===== config.mk =====
export PLATFORM = sky130hd
export DESIGN_NAME = vga_scan_gen
export DESIGN_NICKNAME = d
export VERILOG_FILES = /design/src/rtl/vga_scan_gen.sv
export SDC_FILE = /design/constraint.sdc
export NUM_CORES = 1
export LEC_CHECK = 0
export BUFFER_PORTS_ARGS = -buffer_cell sky130_fd_sc_hd__buf_2
export CAP_MARGIN = 40
export CORE_ASPECT_RATIO = 1.4
export CORE_MARGIN = 3
export CORE_UTILIZATION = 51
export CTS_CLUSTER_SIZE = 12
export DETAILED_ROUTE_END_ITERATION = 10
export HOLD_SLACK_MARGIN = 0.08
export PLACE_DENSITY_LB_ADDON = 0.1
export SLEW_MARGIN = 20
export SYNTH_ARGS = -nofsm -noshare
export SYNTH_HDL_FRONTEND = slang
export SYNTH_SLANG_ARGS = --single-unit

===== constraint.sdc =====
create_clock -name CLOCK_50 -period 3.7 [get_ports CLOCK_50]
set_input_delay 0 -clock CLOCK_50 [delete_from_list [all_inputs] [get_ports CLOCK_50]]
set_output_delay 0 -clock CLOCK_50 [all_outputs]
set_load 0.01 [all_outputs]

===== src/rtl/vga_scan_gen.sv =====
// VGA raster timing generator with a centred, integer-scaled source window.
// Sync, blank and window flags are delayed PIPE pixel ticks to line up with framebuffer read data.
module vga_scan_gen #(
  parameter int H_ACTIVE = 640,
  parameter int H_FP     = 16,
  parameter int H_SYNC   = 96,
  parameter int H_BP     = 48,
  parameter int V_ACTIVE = 480,
  parameter int V_FP     = 10,
  parameter int V_SYNC   = 2,
  parameter int V_BP     = 33,
  parameter int HS_POL   = 0,
  parameter int VS_POL   = 0,
  parameter int CLK_DIV  = 2,
  parameter int SRC_W    = 160,
  parameter int SRC_H    = 144,
  parameter int SCALE    = 3,
  parameter int PIPE     = 2
) (
  input  logic                             CLOCK_50,
  input  logic                             RESET_N,
  output logic                             VGA_CLK,
  output logic                             VGA_HS,
  output logic                             VGA_VS,
  output logic                             VGA_BLANK_N,
  output logic                             VGA_SYNC_N,
  output logic                             pix_tick,
  output logic                             fb_rd,
  output logic [$clog2(SRC_W*SRC_H)-1:0]   fb_addr,
  output logic                             win_valid,
  output logic                             frame_start
);

  localparam int H_TOTAL = H_ACTIVE + H_FP + H_SYNC + H_BP;
  localparam int V_TOTAL = V_ACTIVE + V_FP + V_SYNC + V_BP;
  localparam int HW      = $clog2(H_TOTAL);
  localparam int VW      = $clog2(V_TOTAL);
  localparam int AW      = $clog2(SRC_W * SRC_H);
  localparam int DW      = (CLK_DIV > 1) ? $clog2(CLK_DIV) : 1;
  localparam int SW      = (SCALE > 1) ? $clog2(SCALE) : 1;
  localparam int XW      = (SRC_W > 1) ? $clog2(SRC_W) : 1;
  localparam int X_OFF   = (H_ACTIVE - SRC_W * SCALE) / 2;
  localparam int Y_OFF   = (V_ACTIVE - SRC_H * SCALE) / 2;

  localparam logic [DW-1:0] DIV_LAST = DW'(CLK_DIV - 1);
  localparam logic [HW-1:0] H_LAST   = HW'(H_TOTAL - 1);
  localparam logic [VW-1:0] V_LAST   = VW'(V_TOTAL - 1);
  localparam logic [HW-1:0] H_ACT    = HW'(H_ACTIVE);
  localparam logic [VW-1:0] V_ACT    = VW'(V_ACTIVE);
  localparam logic [HW-1:0] HS_BEG   = HW'(H_ACTIVE + H_FP);
  localparam logic [HW-1:0] HS_END   = HW'(H_ACTIVE + H_FP + H_SYNC);
  localparam logic [VW-1:0] VS_BEG   = VW'(V_ACTIVE + V_FP);
  localparam logic [VW-1:0] VS_END   = VW'(V_ACTIVE + V_FP + V_SYNC);
  localparam logic [HW-1:0] X_BEG    = HW'(X_OFF);
  localparam logic [HW-1:0] X_FIN    = HW'(X_OFF + SRC_W * SCALE);
  localparam logic [HW-1:0] X_LASTC  = HW'(X_OFF + SRC_W * SCALE - 1);
  localparam logic [VW-1:0] Y_BEG    = VW'(Y_OFF);
  localparam logic [VW-1:0] Y_FIN    = VW'(Y_OFF + SRC_H * SCALE);
  localparam logic [VW-1:0] Y_LASTC  = VW'(Y_OFF + SRC_H * SCALE - 1);
  localparam logic [SW-1:0] S_LAST   = SW'(SCALE - 1);
  localparam logic [AW-1:0] ROW_STEP = AW'(SRC_W);
  localparam logic          HS_ACT   = 1'(HS_POL);
  localparam logic          VS_ACT   = 1'(VS_POL);

  if (SRC_W * SCALE > H_ACTIVE) begin : g_bad_w
    $error("vga_scan_gen: scaled source width exceeds H_ACTIVE");
  end
  if (SRC_H * SCALE > V_ACTIVE) begin : g_bad_h
    $error("vga_scan_gen: scaled source height exceeds V_ACTIVE");
  end

  logic [DW-1:0] div_r, div_next;
  logic          tick_next, pix_tick_r, frame_start_r, fb_rd_r;
  logic [HW-1:0] h_r, h_next;
  logic [VW-1:0] v_r, v_next;
  logic          hs_s, vs_s, act_s, win_s;
  logic [SW-1:0] sx_r, sy_r;
  logic [XW-1:0] src_x_r;
  logic [AW-1:0] row_base_r, fb_addr_r;
  logic [3:0]    pipe_r [0:PIPE];

  // Next divider/raster position; h/v already hold the pixel being emitted on the next tick
  always_comb begin
    div_next  = (div_r == DIV_LAST) ? '0 : div_r + 1'b1;
    tick_next = (div_next == DIV_LAST);
    h_next    = h_r;
    v_next    = v_r;
    if (pix_tick_r) begin
      if (h_r == H_LAST) begin
        h_next = '0;
        v_next = (v_r == V_LAST) ? '0 : v_r + 1'b1;
      end else begin
        h_next = h_r + 1'b1;
      end
    end else begin
      h_next = h_r;
    end
    hs_s  = (h_next >= HS_BEG) && (h_next < HS_END);
    vs_s  = (v_next >= VS_BEG) && (v_next < VS_END);
    act_s = (h_next < H_ACT) && (v_next < V_ACT);
    win_s = (h_next >= X_BEG) && (h_next < X_FIN) && (v_next >= Y_BEG) && (v_next < Y_FIN);
  end

  // Divider, raster counters and undelayed strobes
  always_ff @(posedge CLOCK_50 or negedge RESET_N) begin
    if (!RESET_N) begin
      div_r         <= '0;
      h_r           <= '0;
      v_r           <= '0;
      pix_tick_r    <= 1'b0;
      frame_start_r <= 1'b0;
      fb_rd_r       <= 1'b0;
    end else begin
      div_r         <= div_next;
      h_r           <= h_next;
      v_r           <= v_next;
      pix_tick_r    <= tick_next;
      frame_start_r <= tick_next && (h_next == '0) && (v_next == '0);
      fb_rd_r       <= tick_next && win_s;
    end
  end

  // Replicating address walk: each source pixel/row is reused SCALE times, no multipliers
  always_ff @(posedge CLOCK_50 or negedge RESET_N) begin
    if (!RESET_N) begin
      sx_r       <= '0;
      sy_r       <= '0;
      src_x_r    <= '0;
      row_base_r <= '0;
      fb_addr_r  <= '0;
    end else if (tick_next) begin
      if (win_s) begin
        fb_addr_r <= row_base_r + AW'(src_x_r);
        if (h_next == X_LASTC) begin
          sx_r    <= '0;
          src_x_r <= '0;
          if (v_next == Y_LASTC) begin
            sy_r       <= '0;
            row_base_r <= '0;
          end else if (sy_r == S_LAST) begin
            sy_r       <= '0;
            row_base_r <= row_base_r + ROW_STEP;
          end else begin
            sy_r <= sy_r + 1'b1;
          end
        end else if (sx_r == S_LAST) begin
          sx_r    <= '0;
          src_x_r <= src_x_r + 1'b1;
        end else begin
          sx_r <= sx_r + 1'b1;
        end
      end else if (h_next == '0) begin
        sx_r    <= '0;
        src_x_r <= '0;
        if (v_next == '0) begin
          sy_r       <= '0;
          row_base_r <= '0;
        end
      end
    end
  end

  // Flag delay line {hs, vs, active, window}, stepped once per pixel tick
  always_ff @(posedge CLOCK_50 or negedge RESET_N) begin
    if (!RESET_N) begin
      for (int i = 0; i <= PIPE; i++) pipe_r[i] <= 4'b0000;
    end else if (tick_next) begin
      pipe_r[0] <= {hs_s, vs_s, act_s, win_s};
      for (int i = 1; i <= PIPE; i++) pipe_r[i] <= pipe_r[i-1];
    end
  end

  if (CLK_DIV == 1) begin : g_clk_pass
    assign VGA_CLK = ~CLOCK_50 & RESET_N;
  end else begin : g_clk_div
    logic vga_clk_r;
    // Pixel clock high during the upper half of the divider count
    always_ff @(posedge CLOCK_50 or negedge RESET_N) begin
      if (!RESET_N) vga_clk_r <= 1'b0;
      else          vga_clk_r <= (div_next >= DW'(CLK_DIV / 2));
    end
    assign VGA_CLK = vga_clk_r;
  end

  assign VGA_HS      = pipe_r[PIPE][3] ~^ HS_ACT;
  assign VGA_VS      = pipe_r[PIPE][2] ~^ VS_ACT;
  assign VGA_BLANK_N = pipe_r[PIPE][1];
  assign win_valid   = pipe_r[PIPE][0];
  assign VGA_SYNC_N  = 1'b0;
  assign pix_tick    = pix_tick_r;
  assign fb_rd       = fb_rd_r;
  assign fb_addr     = fb_addr_r;
  assign frame_start = frame_start_r;

endmodule


Word level (Yosys, flattened, before mapping):

Cells that the tools add are included.

* flip-flop bits (word level): 78
* output and inout port bits: 24

* $add $sub $neg: 8
* magnitude comparators: 11
* equality and inequality tests: 9
* muxes and demuxes: 26
* bitwise gates (word level): 2
* reductions and logical operators: 18

Operator list (count)
* 15-bit two-way mux: 6
* 10-bit two-way mux: 5
* 8-bit two-way mux: 4
* 10-bit == test, second input constant: 3
* 10-bit < comparator, second input constant: 3
* 10-bit by 9-bit < comparator with 1-bit output, second input constant: 3
* 10-bit by 1-bit adder with 10-bit output, second input constant: 2
* 10-bit logical NOT: 2
* 2-bit two-way mux: 10
* 15-bit by 8-bit adder with 15-bit output: 1
* 15-bit by 8-bit adder with 15-bit output, second input constant: 1
* 10-bit by 9-bit == test with 1-bit output, second input constant: 1
* 10-bit greater-or-equal comparator, second input constant: 1
* 10-bit by 5-bit greater-or-equal comparator with 1-bit output, second input constant: 1
* 10-bit by 7-bit greater-or-equal comparator with 1-bit output, second input constant: 1
* 10-bit by 9-bit greater-or-equal comparator with 1-bit output, second input constant: 1
* 1-bit logical AND: 9
* 8-bit by 1-bit adder with 8-bit output, second input constant: 1
* 3-bit by 1-bit != test with 1-bit output, second input constant: 2
* 5-bit AND reduction: 1
* 2-bit by 1-bit adder with 2-bit output, second input constant: 2
* 2-bit == test, second input constant: 2
* 2-bit AND reduction: 2
* 4-bit AND reduction: 1
* 7 further kinds: 9

Logic depth before layout (Yosys ltp):

Gate-level depths: netlist of run 1.

* depth in word-level cells: 9
* gate-level depth with buffers: 14

Least setup slack after synthesis of run 1:

Ideal clock, no wire load.

* path type: flip-flop to flip-flop
* start: register h_r[0]
* end: register src_x_r[7]
* data arrival time: 3.126 ns
* required time: 3.623 ns
* setup slack: 0.496 ns
* cell stages (with the launch flop): 13
* buffers on the path: 1
* clock period less this slack: 3.204 ns
* cells stage by stage: dfrtp_1 > ha_1 > and2_1 > clkbuf_1 > and3_1 > xor2_1 > and3b_1 > o31ai_1 > nand4_2 > inv_2 > o32ai_2 > or4_1 > a21oi_1

* cells in the longest elaborated chain, start to end: 9

Ends and longest elaborated chain
* from (decl): RTL line 74 `logic [HW-1:0] h_r, h_next;`
* from (signal assigned): RTL line 115 `h_r <= h_next;`
* 10-bit by 1-bit adder with 10-bit output or 10-bit == test (tied branches): RTL line 93, 89
* 10-bit two-way mux (*): RTL line 89 `if (h_r == H_LAST) begin`
* 10-bit two-way mux (*): RTL line 88 `if (pix_tick_r) begin`
* named net h_next[6]: RTL line 74
* 10-bit by 7-bit greater-or-equal comparator with 1-bit output or 10-bit < comparator (tied branches): RTL line 101 `win_s = (h_next >= X_BEG) && (h_next < X_FIN) && (v_next >= Y_BEG) && (v_next < Y_FIN);`
* 1-bit logical AND (3 in a row): RTL line 101
* 3-bit by 1-bit != test with 1-bit output (no line) or 2-bit nonzero test (tied branches)
* 3-bit AND reduction (no line)
* to (signal assigned): RTL line 148 `src_x_r <= src_x_r + 1'b1;`
* to (decl): RTL line 78 `logic [XW-1:0] src_x_r;`

Mark *: on every way through the listed nets, which the timed path passes. The rest lies on a longest branch.
A chain may end at the register's enable or synchronous reset.

Final worst setup path of run 1:

* start: register h_r[6]
* end: register row_base_r[9]

* cells in the longest elaborated chain, start to end: 9

Ends and longest elaborated chain
* 10-bit by 1-bit adder with 10-bit output or 10-bit == test (tied branches): RTL line 93, 89
* 10-bit two-way mux: RTL line 89
* 10-bit two-way mux: RTL line 88
* 10-bit by 7-bit greater-or-equal comparator with 1-bit output or 10-bit < comparator (tied branches): RTL line 101
* 1-bit logical AND (3 in a row): RTL line 101
* 3-bit by 1-bit != test with 1-bit output (no line) (tied with other cells)
* 5-bit AND reduction (no line)
* to (signal assigned): RTL line 142 `row_base_r <= row_base_r + ROW_STEP;`
* to (decl): RTL line 79 `logic [AW-1:0] row_base_r, fb_addr_r;`

Parallel ways exist; a longest one is shown, timed or not. The select of a mux whose other input is x is not followed.

==> run metrics, run 1 <==
IR drop worst, VDD roughly 0.25 mV; Setup crit start h_r[6]; vias in the first global route around 3.2k; Main synth FF type dfrtp_1; CP required 3940 ps; H-tree depth 3; Finish-stage setup viols 0; CP Class reg2reg; CTS tree done; Pleak roughly 2 nW; MaxCap Viol Count 0; routed wire length per instance 16.15 um; fin nets approximately 470; fraction of layout instances using a drive strength above 1 a little under a fifth; Hold Crit Class in2async; Die ar. 0.008952 sq mm; synthesized area 0.003998 sq mm; grt total ovfl 0; initial antenna violation count 0; Worst Tran Pin Value approximately 550 ps; Yosys reg bits just over 70; Yosys top cell area share between 40 and 50%; hpwl dp 6746 um; Clk Latency, worst-skew pair approximately 360 ps; vias per cell approximately 5.8; worst hold margin 150.7 ps; Die H between 100 and 150 um; synth unique cells 66; clk_skew 14.91 ps; largest net degree at the start of global routing 39; Initial Utilization approximately 53%; setup bufs post-CTS 0; asr flop ratio synth 100.0%; maximum clock rate slightly below 0.3 GHz; Critical Path Start Type flip-flop; drt first pass iters 4; Clock transition at path regs about 90 ps; Post-synth EDFFs 0; critical path fanouts, max 13; number of routed nets with antenna violations 0; Arr. time, crit path about 3700 ps; Die W about 81 um; setup TNS 0 ps; max incr delay on CP about 580 ps; period utilisation layout ~93%; CP Cell Sequence or3_4 -> or4_4 -> nor3_2 -> a2bb2o_1 -> a211o_1 -> nand4_2 -> inv_2 -> a21oi_1 -> nor4_1 -> mux2_1; Mapped Avg Cell Area about 9.4 sq um; CTS Sinks 72; synth warn 0; I/O pin count 26; Tot GR Track Use between 20 and 25%; RSZ-0062 raised after global routing false; CP max-delay cell or4_4; Syn Inst Count 426; # port buffers 24; Overall Power 1.514 mW; status complete, no violations; top cells by area, synth dfrtp_1 45%, nand2_1 5.3%, o21ai_0 3.8%, nand3_1 2.8%, ha_1 2.5%; cts bufs inserted 9; register area share after synthesis between 40 and 50%; relative slew slack between 60% and 70%; Rows 37; FF-to-FF Start h_r[6]; Setup crit end kind flip-flop; CTS max path bufs 2; RD Place Congestion slightly below 0.9; fin. max-slew vios 0; Area growth syn-to-layout 13.83%; leading area contributor after synthesis dfrtp_1; root buf cell clkbuf_8; register area 0.001802 sq mm; Hold Vio Cnt, Final 0; first-pass GRT wire length between 15,000 and 20,000 um; crit path time final between 3000 and 4000 ps; Starting DRT DRC Count 207; drt total wl between 9000 and 10,000 um; Syn Nets roughly 440; worst path bufs/invs 1; routed vias 3,250; CORE AREA between 0.007 and 0.008 sq mm; ant diodes 0; Crit path max-delay family simple AND/OR/NAND/NOR gates; multi-input logic area 0.002063 sq mm; DRC 0; PwrDens between 300 and 400 mW/mm^2; Fillers slightly below 700
-- area by class of cell --
class | instances | share of cell area, %
multi-input combinational | 315 | 45.34
clock inverter | 7 | 2.255
inverter | 24 | 1.980
tap | 97 | 2.667
sequential | 72 | 39.59
clock buffer | 9 | 2.722
timing repair buffer | 39 | 5.444
-- worst reg2reg max path: cells and delay by family, from the launching register on --
family / cells / cell delay (ps)
flip-flops: 1 / 470
buffers and inverters: 1 / 120
AND/OR/NAND/NOR: 5 / 1460
multiplexers: 1 / 290
AO/OA/AOI/OAI: 3 / 990
-- final timing paths --
check,endpoint,slack [ps],cells after the start
max in group asynchronous,fb_addr[7],3070,3
min in group CLOCK_50,fb_addr[4],480,2
min,h_r[8],150,3
max reg2reg,row_base_r[9],250,10
max,row_base_r[9],250,10
min reg2reg,fb_addr[4],480,2
-- cell usage after synthesis, types with 2 or more instances --
cell type	count
inv_1	23
nand4b_1	2
xnor2_1	8
a31oi_1	3
o31ai_1	7
o41ai_1	2
nor3_1	5
nand2b_1	6
a21oi_1	12
nor4_1	8
nand4_2	2
nor2_1	24
or2_1	2
mux2_2	8
or4_4	3
or4_1	3
nand3_1	22
a211o_1	2
buf_4	2
mux2i_1	2
dfrtp_1	72
and4_1	2
and3_1	5
nor2b_1	4
ha_1	8
nand2_1	56
nand4_1	13
a21o_1	7
and2_1	8
or2_2	6
nor3b_1	2
nor4_4	2
a22o_1	2
clkbuf_1	10
o22ai_1	4
o21ai_0	30
xor2_1	7
or3_1	7
o2bb2ai_1	6
buf_2	3
-- where the power goes --
part	switching [mW]	total (mW)	internal, mW
logic	0.0160	0.0199	0.00394
registers	0	0.786	0.786
clock network	0.322	0.708	0.386
total	0.338	1.51	1.18
-- timing repair --
action / CTS / global route
setup endpoints to repair: 0 / 12
gates resized for setup: 0 / 4
hold buffers: 1 / 0
hold endpoints to repair: 34 / 0
-- stage by stage --
stage	worst slack (ps)	instance area [sq um]	util, %	cells
global route	12.47	4551	60.68	563
global placement	194.6	4269	56.92	545
CTS	83.42	4506	60.08	562
floorplan	496.4	3998	-	426
detailed placement	82.07	4269	56.92	545
finish	248.3	4551	60.68	563
-- cells by family after synthesis --
| kind of cell | Yosys count | synth area share (%) |
|---|---|---|
| AO/OA/AOI/OAI | 91 | 16.06 |
| adder cells (fa/ha/maj) | 8 | 2.504 |
| multiplexers | 11 | 3.036 |
| flip-flops | 72 | 45.07 |
| buffers and inverters | 39 | 3.943 |
| other | 1 | 0.09381 |
| AND/OR/NAND/NOR | 189 | 26.01 |
| XOR/XNOR | 15 | 3.286 |
-- routing by layer --
layer  track usage [%]  wire [um]  up-vias
li1                  -          -     1603
met1             27.91       3901     1584
met2             36.09       4717       47
met3             4.715        270       16
met4             9.245        201        0
met5                 0          0        -
-- state kept, by name, indices dropped and copies added, names as in the netlist, 2 cells and up --
register,flops
fb_addr,15
h_r,10
pipe_r,10
row_base_r,10
src_x_r,8
sx_r,2
sy_r,2
v_r,10
-- placed cells by master (no fill, tap or decap), drive strengths merged, types with 9 or more instances in the layout --
cell type / Yosys / final
inv: 24 / 26
mux2: 9 / 9
nor4: 10 / 10
clkbuf: 10 / 9
nand3: 22 / 22
o21ai: 31 / 31
nand4: 15 / 15
nand2: 56 / 56
nor2: 25 / 25
a21oi: 13 / 13
dfrtp: 72 / 72
buf: 5 / 38
(Power assumes the default switching activity.)
==> run 2: changes to the inputs <==
==> constraint.sdc (replaced) <==
create_clock -name CLOCK_50 -period 3.7 [get_ports CLOCK_50]
set_input_delay 0.37 -clock CLOCK_50 [delete_from_list [all_inputs] [get_ports CLOCK_50]]
set_output_delay 0.37 -clock CLOCK_50 [all_outputs]
set_load 0.01 [all_outputs]
==> run metrics, run 2 (synthesis results as in run 1) <==
status complete, no violations; Clk Latency, worst-skew pair 350 ps (about the same); Initial Utilization 53.30% (unchanged); cts bufs inserted 9 (unchanged); relative slew slack 65.14% (+2.0 points); Hold Vio Cnt, Final 0 (unchanged); DRC 0 (unchanged); Pleak 2.022 nW (-1.3%); IR drop worst, VDD 0.2085 mV (-16%); flop2flop setup slack 230 ps (-20 ps); RD Place Congestion 0.8865 (-0.25%); H-tree depth 3 (unchanged); drt first pass iters 4 (unchanged); crit path time final 3468 ps (+16.21 ps); FF-to-FF Start h_r[5]; CTS Sinks 72 (unchanged); initial antenna violation count 0 (unchanged); Die W 80.83 um (unchanged); most frequent CP cell or4_4; Place WS 181.6 ps (+99.52 ps); routed wire length per instance 15.96 um (-1.1%); FF-to-FF End row_base_r[9]; I/O pin count 26 (unchanged); NetSw 0.2989 mW (-12%); most frequent cells in the layout 72 x dfrtp_1, 56 x nand2_1, 30 x o21ai_0, 24 x nor2_1, 24 x buf_2; fin nets 472 (+0.21%); Rows 37 (unchanged); maximum clock rate 0.2884 GHz (-0.47%); PwrDens 295.7 mW/mm^2 (-11%); Switching Fraction 22.54% (+0.21 points); MaxCap Viol Count 0 (unchanged); Hold Crit Class in2async; ant diodes 0 (unchanged); Clock transition at path regs 70 ps (-20 ps); root buf cell clkbuf_8; routed vias 3,269 (+0.58%); drt total wl 8986 um (-1.1%); max incr delay on CP 550 ps (-30 ps); CP Cell Sequence or3_4 -> or4_4 -> or4_4 -> a21oi_4 -> a211oi_2 -> nand4_2 -> inv_2 -> a21oi_1 -> nor4_1 -> mux2_1; RSZ-0062 raised after global routing false; setup bufs post-CTS 0 (unchanged); # port buffers 24 (unchanged); power share of the clock group 39.1% (-7.7 points); period utilisation layout 93.73% (+0.44 points); grt total ovfl 0 (unchanged); CTS tree done; largest net degree at the start of global routing 32 (-18%); Die ar. 0.008952 sq mm (unchanged); Arr. time, crit path 3710 ps (about the same); placed cell area 0.004277 sq mm (+0.18%); non-filler cells, final 563 (unchanged); worst hold margin 403.2 ps (+252.5 ps); register share of total power 59.3% (+7.4 points); first-pass GRT wire length 15,590 um (+1.4%); setup TNS 0 ps (unchanged); placed instance count 546 (+0.18%); hpwl dp 6690 um (-0.83%); Util after Layout 59.81% (-0.87 points); number of routed nets with antenna violations 0 (unchanged); CORE AREA 0.007500 sq mm (unchanged); Tot GR Track Use 22.32% (+0.22 points); Area growth syn-to-layout 12.21%; fin. max-slew vios 0 (unchanged); CTS max path bufs 2 (unchanged); Finish-stage setup viols 0 (unchanged); Gate power share 1.6% (+0.3 points); number of flip-flops in the largest register 15 (unchanged); Power Internal 1.027 mW (-13%); vias in the first global route 3,271 (+0.93%); critical path fanouts, max 13 (unchanged); fraction of layout instances using a drive strength above 1 18.67% (-0.43 points); reg2reg path depth 10 (unchanged); CP Class reg2reg; Setup WS post-layout 232.1 ps (-16.21 ps); Final Cell Area 0.004486 sq mm (-1.4%); vias per cell 5.806 (+0.58%); CP max-delay cell or4_4; Die H 110.8 um (unchanged); most common cell after layout, fill and taps aside dfrtp_1; CP required 3940 ps (about the same); Starting DRT DRC Count 146 (-29%); Worst Tran Pin Value 519.1 ps (-29.18 ps); Overall Power 1.326 mW (-12%); Setup crit end kind flip-flop; clk_skew 10.19 ps (-4.724 ps); Critical Path Start Type flip-flop
-- run 2: cell types whose count changed in the layout (fill, tap and decap cells not counted) --
cell       before  now
inv_6           2    0
clkinv_4        2    0
bufinv_16       2    0
clkbuf_1        0    2
buf_4          13   14
clkinv_2        0    3
-- run 2: layout make-up --
class / count / area (sq um)
sequential: 72 / 1802
inverter: 24 / 90.09
tap: 97 / 121.4
timing repair buffer: 40 / 255.2
clock inverter: 4 / 22.52
fill: 672 / 3014
clock buffer: 11 / 131.4
multi-input combinational: 315 / 2063
-- run 2: how the worst max path moves through the flow --
stage          slack [ps]    from  cells past startpoint            end
2_1_floorplan         500  h_r[0]                     12     src_x_r[7]
3_3_place_gp          170  h_r[2]                     12     src_x_r[7]
3_5_place_dp          180  h_r[2]                     12     src_x_r[7]
4_1_cts               140  h_r[2]                     12     src_x_r[7]
5_1_grt               0.6  h_r[0]                     12     src_x_r[7]
6_report              230  h_r[5]                     10  row_base_r[9]
-- run 2: repair_timing --
item	in CTS	in global routing
setup endpoints to repair	0	5
gates resized for setup	0	4
hold endpoints to repair	0	6
hold buffers	0	1
-- run 2: worst max-delay path, delay by kind of cell, from the launching register on --
kind	cells	cell delay, ps
AO/OA/AOI/OAI	3	740
buffers and inverters	1	110
flip-flops	1	450
multiplexers	1	290
AND/OR/NAND/NOR	5	1730
-- run 2: routing by layer --
metal | routed length, um | track usage (%) | vias up | share of wire, %
met4 | 238 | 9.696 | 0 | 2.6
met1 | 3792 | 28.46 | 1583 | 42
li1 | - | - | 1601 | -
met2 | 4643 | 36.15 | 64 | 52
met3 | 313 | 4.472 | 21 | 3.5
met5 | 0 | 0 | - | 0
-- run 2: power by group through the flow --
stage	logic (mW)	registers (mW)	clock network, mW
detailed placement	0.0193	0.802	0
global placement	0.0192	0.802	0
finish	0.0210	0.787	0.519
CTS	0.0192	0.786	0.536
global route	0.0247	0.786	0.573
floorplan	0.00122	0.802	0
